==> src/rtl/register_bus_reader_pkg.sv <==
// Shared definitions for the register bus read controller and the registers attached to the bus.
package register_bus_reader_pkg;

  // Defaults shared with the register bank.
  localparam int unsigned DefNrOfBits = 32;
  localparam int unsigned DefNrOfRegs = 4;
  localparam int unsigned DefAddrBits = 2;

  localparam logic [2:0] ST_IDLE    = 3'd0;
  localparam logic [2:0] ST_TURN    = 3'd1;
  localparam logic [2:0] ST_SELECT  = 3'd2;
  localparam logic [2:0] ST_CAPTURE = 3'd3;
  localparam logic [2:0] ST_RESP    = 3'd4;

  typedef enum logic [2:0] {
    StIdle    = ST_IDLE,
    StTurn    = ST_TURN,
    StSelect  = ST_SELECT,
    StCapture = ST_CAPTURE,
    StResp    = ST_RESP
  } state_e;

  localparam logic [DefNrOfRegs-1:0] CS_IDLE = '1;

  // The counter runs SettleCycles-1 down to 0, so SELECT lasts SettleCycles cycles.
  function automatic logic [3:0] settle_load(input int unsigned settle);
    return 4'(settle - 1);
  endfunction

endpackage

==> src/rtl/register_bus_reader_if.sv <==
// Request, shared bus and response signals of the register bus reader.
interface register_bus_reader_if
  import register_bus_reader_pkg::*;
#(
  parameter int unsigned NrOfBits = DefNrOfBits,
  parameter int unsigned NrOfRegs = DefNrOfRegs,
  parameter int unsigned AddrBits = DefAddrBits
);

  logic                req_valid;
  logic [AddrBits-1:0] req_addr;
  logic                req_ready;
  logic [NrOfBits-1:0] bus_in;
  logic [NrOfRegs-1:0] cs_n;
  logic                rsp_valid;
  logic [NrOfBits-1:0] rsp_data;
  logic                rsp_err;
  logic                rsp_ready;

  modport master (
    input  req_valid,
    input  req_addr,
    input  bus_in,
    input  rsp_ready,
    output req_ready,
    output cs_n,
    output rsp_valid,
    output rsp_data,
    output rsp_err
  );

  modport slave (
    output req_valid,
    output req_addr,
    output bus_in,
    output rsp_ready,
    input  req_ready,
    input  cs_n,
    input  rsp_valid,
    input  rsp_data,
    input  rsp_err
  );

endinterface

==> src/rtl/register_bus_reader_cs_n_decoder.sv <==
// One-hot-low chip-select decoder; all ones when disabled or when the address has no register.
module register_bus_reader_cs_n_decoder
  import register_bus_reader_pkg::*;
#(
  parameter int unsigned NrOfRegs = DefNrOfRegs,
  parameter int unsigned AddrBits = DefAddrBits
) (
  input  logic                en_i,
  input  logic [AddrBits-1:0] addr_i,
  output logic [NrOfRegs-1:0] cs_n_o
);

  always_comb begin
    cs_n_o = '1;
    for (int unsigned i = 0; i < NrOfRegs; i++) begin
      if (en_i && (addr_i == AddrBits'(i))) begin
        cs_n_o[i] = 1'b0;
      end
    end
  end

endmodule

==> src/rtl/register_bus_reader.sv <==
// Read controller for the shared tri-state register bus: turnaround, select, settle, capture,
// respond.
module register_bus_reader
  import register_bus_reader_pkg::*;
#(
  parameter int unsigned NrOfBits     = DefNrOfBits,
  parameter int unsigned NrOfRegs     = DefNrOfRegs,
  parameter int unsigned AddrBits     = DefAddrBits,
  parameter int unsigned SettleCycles = 1
) (
  input  logic                   clk_i,
  input  logic                   rst_i,
  input  logic                   tick_i,
  register_bus_reader_if.master  bus_io
);

  localparam logic [3:0] SettleLoad = settle_load(SettleCycles);

  state_e              state_q, state_d;
  logic [AddrBits-1:0] addr_q, addr_d;
  logic [3:0]          cnt_q, cnt_d;
  logic [NrOfRegs-1:0] cs_n_q, cs_n_d;
  logic [NrOfBits-1:0] data_q, data_d;
  logic                err_q, err_d;
  logic                addr_ok;
  logic                cs_en_d;

  assign addr_ok = 32'(bus_io.req_addr) < NrOfRegs;

  always_comb begin
    state_d = state_q;
    addr_d  = addr_q;
    cnt_d   = cnt_q;
    data_d  = data_q;
    err_d   = err_q;
    if (tick_i) begin
      unique case (state_q)
        StIdle: begin
          if (bus_io.req_valid) begin
            addr_d = bus_io.req_addr;
            if (addr_ok) begin
              state_d = StTurn;
            end else begin
              state_d = StResp;
              data_d  = '0;
              err_d   = 1'b1;
            end
          end
        end
        StTurn: begin
          state_d = StSelect;
          cnt_d   = SettleLoad;
        end
        StSelect: begin
          if (cnt_q == 4'd0) begin
            state_d = StCapture;
          end else begin
            cnt_d = cnt_q - 4'd1;
          end
        end
        StCapture: begin
          data_d  = bus_io.bus_in;
          err_d   = 1'b0;
          state_d = StResp;
        end
        StResp: begin
          if (bus_io.rsp_ready) begin
            state_d = StIdle;
          end
        end
        default: state_d = StIdle;
      endcase
    end
  end

  // Chip-selects are decoded from the next state and registered so the pins never glitch.
  assign cs_en_d = (state_d == StSelect) || (state_d == StCapture);

  register_bus_reader_cs_n_decoder #(
    .NrOfRegs (NrOfRegs),
    .AddrBits (AddrBits)
  ) u_cs_n_decoder (
    .en_i   (cs_en_d),
    .addr_i (addr_d),
    .cs_n_o (cs_n_d)
  );

  always_ff @(posedge clk_i) begin
    if (rst_i) begin
      state_q <= StIdle;
      addr_q  <= '0;
      cnt_q   <= '0;
      cs_n_q  <= '1;
      data_q  <= '0;
      err_q   <= 1'b0;
    end else begin
      state_q <= state_d;
      addr_q  <= addr_d;
      cnt_q   <= cnt_d;
      cs_n_q  <= cs_n_d;
      data_q  <= data_d;
      err_q   <= err_d;
    end
  end

  assign bus_io.req_ready = (state_q == StIdle) && !rst_i;
  assign bus_io.cs_n      = cs_n_q;
  assign bus_io.rsp_valid = (state_q == StResp);
  assign bus_io.rsp_data  = data_q;
  assign bus_io.rsp_err   = err_q;

endmodule
==> src/flat_wrapper.sv <==
// flat-port wrapper written by rule: the top's interface ports become plain ports
module register_bus_reader_flat import register_bus_reader_pkg::*;
#(
  parameter int unsigned NrOfBits     = DefNrOfBits,
  parameter int unsigned NrOfRegs     = DefNrOfRegs,
  parameter int unsigned AddrBits     = DefAddrBits,
  parameter int unsigned SettleCycles = 1
)
  (clk_i, rst_i, tick_i, bus_io_req_valid, bus_io_req_addr, bus_io_bus_in, bus_io_rsp_ready, bus_io_req_ready, bus_io_cs_n, bus_io_rsp_valid, bus_io_rsp_data, bus_io_rsp_err);
  register_bus_reader_if #(.NrOfBits(NrOfBits), .NrOfRegs(NrOfRegs), .AddrBits(AddrBits)) bus_io_i ();
  input  logic clk_i;
  input  logic rst_i;
  input  logic tick_i;
  input wire logic [$bits(bus_io_i.req_valid)-1:0] bus_io_req_valid;
  input wire logic [$bits(bus_io_i.req_addr)-1:0] bus_io_req_addr;
  input wire logic [$bits(bus_io_i.bus_in)-1:0] bus_io_bus_in;
  input wire logic [$bits(bus_io_i.rsp_ready)-1:0] bus_io_rsp_ready;
  output wire logic [$bits(bus_io_i.req_ready)-1:0] bus_io_req_ready;
  output wire logic [$bits(bus_io_i.cs_n)-1:0] bus_io_cs_n;
  output wire logic [$bits(bus_io_i.rsp_valid)-1:0] bus_io_rsp_valid;
  output wire logic [$bits(bus_io_i.rsp_data)-1:0] bus_io_rsp_data;
  output wire logic [$bits(bus_io_i.rsp_err)-1:0] bus_io_rsp_err;
  assign bus_io_i.req_valid = bus_io_req_valid;
  assign bus_io_i.req_addr = bus_io_req_addr;
  assign bus_io_i.bus_in = bus_io_bus_in;
  assign bus_io_i.rsp_ready = bus_io_rsp_ready;
  assign bus_io_req_ready = bus_io_i.req_ready;
  assign bus_io_cs_n = bus_io_i.cs_n;
  assign bus_io_rsp_valid = bus_io_i.rsp_valid;
  assign bus_io_rsp_data = bus_io_i.rsp_data;
  assign bus_io_rsp_err = bus_io_i.rsp_err;
  register_bus_reader #(.NrOfBits(NrOfBits), .NrOfRegs(NrOfRegs), .AddrBits(AddrBits), .SettleCycles(SettleCycles)) u_core (.clk_i(clk_i), .rst_i(rst_i), .tick_i(tick_i), .bus_io(bus_io_i));
endmodule
==> config.mk <==
export PLATFORM = sky130hd
export DESIGN_NAME = register_bus_reader_flat
export DESIGN_NICKNAME = d
export VERILOG_FILES = /design/src/rtl/register_bus_reader_pkg.sv /design/src/rtl/register_bus_reader_if.sv /design/src/rtl/register_bus_reader_cs_n_decoder.sv /design/src/rtl/register_bus_reader.sv /design/src/flat_wrapper.sv
export SDC_FILE = /design/constraint.sdc
export NUM_CORES = 1
export LEC_CHECK = 0
export ABC_AREA = 1
export CAP_MARGIN = 0
export CORE_MARGIN = 5
export CORE_UTILIZATION = 44
export CTS_CLUSTER_SIZE = 10
export DETAILED_ROUTE_END_ITERATION = 6
export GPL_ROUTABILITY_DRIVEN = 0
export PLACE_DENSITY = 0.81
export SYNTH_ARGS = -nofsm -noshare
export SYNTH_HDL_FRONTEND = slang
export SYNTH_SLANG_ARGS = --single-unit
==> constraint.sdc <==
create_clock -name clk_i -period 3.49 [get_ports clk_i]
set_input_delay 0.698 -clock clk_i [delete_from_list [all_inputs] [get_ports clk_i]]
set_output_delay 0.698 -clock clk_i [all_outputs]
set_load 0.02 [all_outputs]
==> flow_summary_export.csv <==
group,metric,value,unit
outcome,status,"finished clean",
die,die_h,73.6,µm
power,p_per_area,371,nW/µm²
detailed_routing,ant_nets,0,
synth,ys_warn_count,0,
setup_path,slowest_delay,0.65,ns
setup_path,cp_cell_sequence,"clkdlybuf4s50_1, nor3_1, clkdlybuf4s50_1",
global_route,top_usage_layer,"met2",
synth,synthXorXnorAreaFrac,0.492,%
finish,multi_input_area,733,µm²
clocking,hold_buffers,0,
setup_path,critPathTopFamily,"buffers and inverters",
place,dp.cells,355,
clocking,clkTransAtPathRegs,0.09,ns
global_route,grt_pass1_wl,7100,µm
global_route,met1_usage,18.0,%
synth,avgSynthCellArea,7.48,µm²
sta,slew_violations,0,
synth,synthMuxAreaShare,0,%
global_route,grt_use_total,17.0,%
finish,nets,353,
clocking,cts-root-buf,"clkbuf_8",
sta,rsz0062_at_grt,"no",
clocking,cts_tree,"done",
global_route,grt_max_degree,33,
place,portBuffers,76,
die,rows,23,
setup_path,crit_arrival,2.16,ns
clocking,insertion_delay,0.30,ns
setup_path,critPathSlowestCell,"clkdlybuf4s50_1",
setup_path,critPathMaxFanout,9,
finish,syn_to_final_growth,47.8,%
run,max-cap-violations,0,
finish,n_antenna_cell,0,
die,die_x,73.6,µm
sta,clock.fmax,350,MHz
clocking,cts_resized,0,
detailed_routing,viasPerCell,4.68,
power,p_total,0.976,mW
finish,final_cell_mix,"nor2_1, clkdlybuf4s50_1, dfxtp_1, o21ai_0, inv_1",
clocking,clk_path_buf_depth,2,
min_path,worstHoldPathType,"flip-flop to flip-flop",
detailed_routing,drtIter0Drc,107,
die,io_pins,78,
detailed_routing,vias,1699,
sta,worst_slew_pin_slew,0.944,ns
setup_path,setup.worst_path.class,"input port to output port",
finish,layout-drive-gt1-share,5.75,%
sta,min_period,2.86,ns
detailed_routing,wl,4320,µm
sta,tns,0,ns
global_route,grt_pass1_vias,1704,
die,coreArea,3970,µm²
power,total_leakage_power,1.13,nW
die,initial_core_util,44.8,%
synth,synth_top_family_by_area,"simple AND/OR/NAND/NOR gates",
finish,fill_cells,354,
setup_path,path_buf_inv,2,
setup_path,cpMostUsedCell,"clkdlybuf4s50_1",
detailed_routing,firstDrtPassIters,4,
clocking,cts_setup_buffers,0,
synth,yosysUniqueCellTypes,23,
sta,finalCritPeriodShare,81.9,%
synth,yosys.area_share.simple,27.4,%
detailed_routing,drc_errors,0,
clocking,clock_sinks,45,
synth,yosysSeqAreaShare,50.6,%
global_route,grt_overflow,0,
clocking,numCtsBuffers,5,
sta,setup_viol,0,
setup_path,start_kind,"input port",
clocking,htree_levels,2,
place,hpwlAfterDp,3170,µm
global_route,met2_usage,28.9,%
power,ir_drop,0.238,mV
sta,fin_worst_skew,0.00525,ns
finish,final_common_cell,"nor2_1",
die,die-area,5420,µm²
setup_path,crit_required,2.79,ns
sta,whs,0.502,ns
synth,netlist_area,1780,µm²
sta,max_slew_margin,37.0,%
sta,final_hold_viol_count,0,
synth,syn_nets,279,
global_route,antenna_found_initial,0,
global_route,grtUsageMet3,7.80,%
synth,yosys.area_share.adder,1.41,%
finish,ff_latch_area,901,µm²
setup_path,endpoint_kind,"output port",
synth,syn_inst,238,
synth,synth_compound_area_share,11.7,%
detailed_routing,wl_per_cell,11.9,µm
synth,ys_ff_latch,45,
finish,fin_cells,363,
## cell families after synthesis
| logic type | after synthesis |
|---|---|
| compound gates | 41 |
| xor+xnor | 1 |
| fa+ha+maj | 2 |
| buf+inv | 30 |
| flops | 45 |
| other cells | 1 |
| simple gates | 118 |
## worst reg2reg max path, cell delays in order, from the launching register on
cell	delay, ns
dfxtp_1	0.41
inv_2	0.09
nand2_2	0.10
nor2_4	0.07
inv_1	0.69
nor2_1	0.11
nor2_1	0.13
## metal layers
metal / vias to the layer above / share of wire, %
li1: 892 / -
met3: 9 / 10
met5: - / 0
met1: 744 / 42
met2: 54 / 46
met4: 0 / 1.8
## layout make-up
| type | instances | area share, % |
|---|---|---|
| clock buffers | 5 | 2.62 |
| clock inverters | 3 | 0.666 |
| inverters | 19 | 2.71 |
| multi-input cells | 163 | 27.9 |
| flip-flops and latches | 45 | 34.3 |
| well taps | 50 | 2.38 |
| repair buffers | 78 | 29.5 |
## synthesized netlist by cell type (all sizes together)
| master | instances | share of area, % |
|---|---|---|
| ha | 2 | 1.4 |
| nor3 | 3 | 0.84 |
| nand4 | 3 | 1.1 |
| nand2 | 16 | 3.5 |
| a21oi | 3 | 0.84 |
| conb | 1 | 0.21 |
| nand3 | 9 | 2.8 |
| buf | 9 | 3.7 |
| dfxtp | 45 | 51 |
| inv | 19 | 4.0 |
| clkbuf | 2 | 0.42 |
| nor2 | 87 | 19 |
| xor2 | 1 | 0.49 |
| o211ai | 1 | 0.42 |
| o21ai | 37 | 10 |
## power breakdown
part | switching, mW | internal, mW
Sequential | 0.00659 | 0.525
Clock | 0.176 | 0.138
Combinational | 0.0620 | 0.0684
## final timing paths
| kind | start | endpoint | slack, ns | depth (start not counted) |
|---|---|---|---|---|
| worst min register to register | u_core.bus_io.rsp_data[20] | u_core.bus_io.rsp_data[20] | 0.50 | 2 |
| worst max-delay path | rst_i | bus_io_req_ready | 0.63 | 3 |
| worst max register to register | u_core.state_q[2] | u_core.bus_io.rsp_data[26] | 1.84 | 6 |
| worst min-delay path | u_core.bus_io.rsp_data[20] | u_core.bus_io.rsp_data[20] | 0.50 | 2 |
## state kept, by name, indices dropped and copies added, names as in the netlist
name	flops
u_core.bus_io.rsp_data	32
u_core.bus_io.cs_n	4
u_core.cnt_q	4
u_core.state_q	3
u_core.addr_q	2
## through the flow
| stage | util (%) | setup WS, ns | area (µm²) |
|---|---|---|---|
| final | 66.2 | 0.631 | 2630 |
| after global routing | 66.2 | 0.576 | 2630 |
| after CTS | 66.2 | 0.654 | 2630 |
| after detailed placement | 64.1 | 0.655 | 2540 |
| after global placement | 64.1 | 0.710 | 2540 |
| after floorplan | - | 1.45 | 1780 |
No activity file was read; power rests on OpenSTA's default activity.
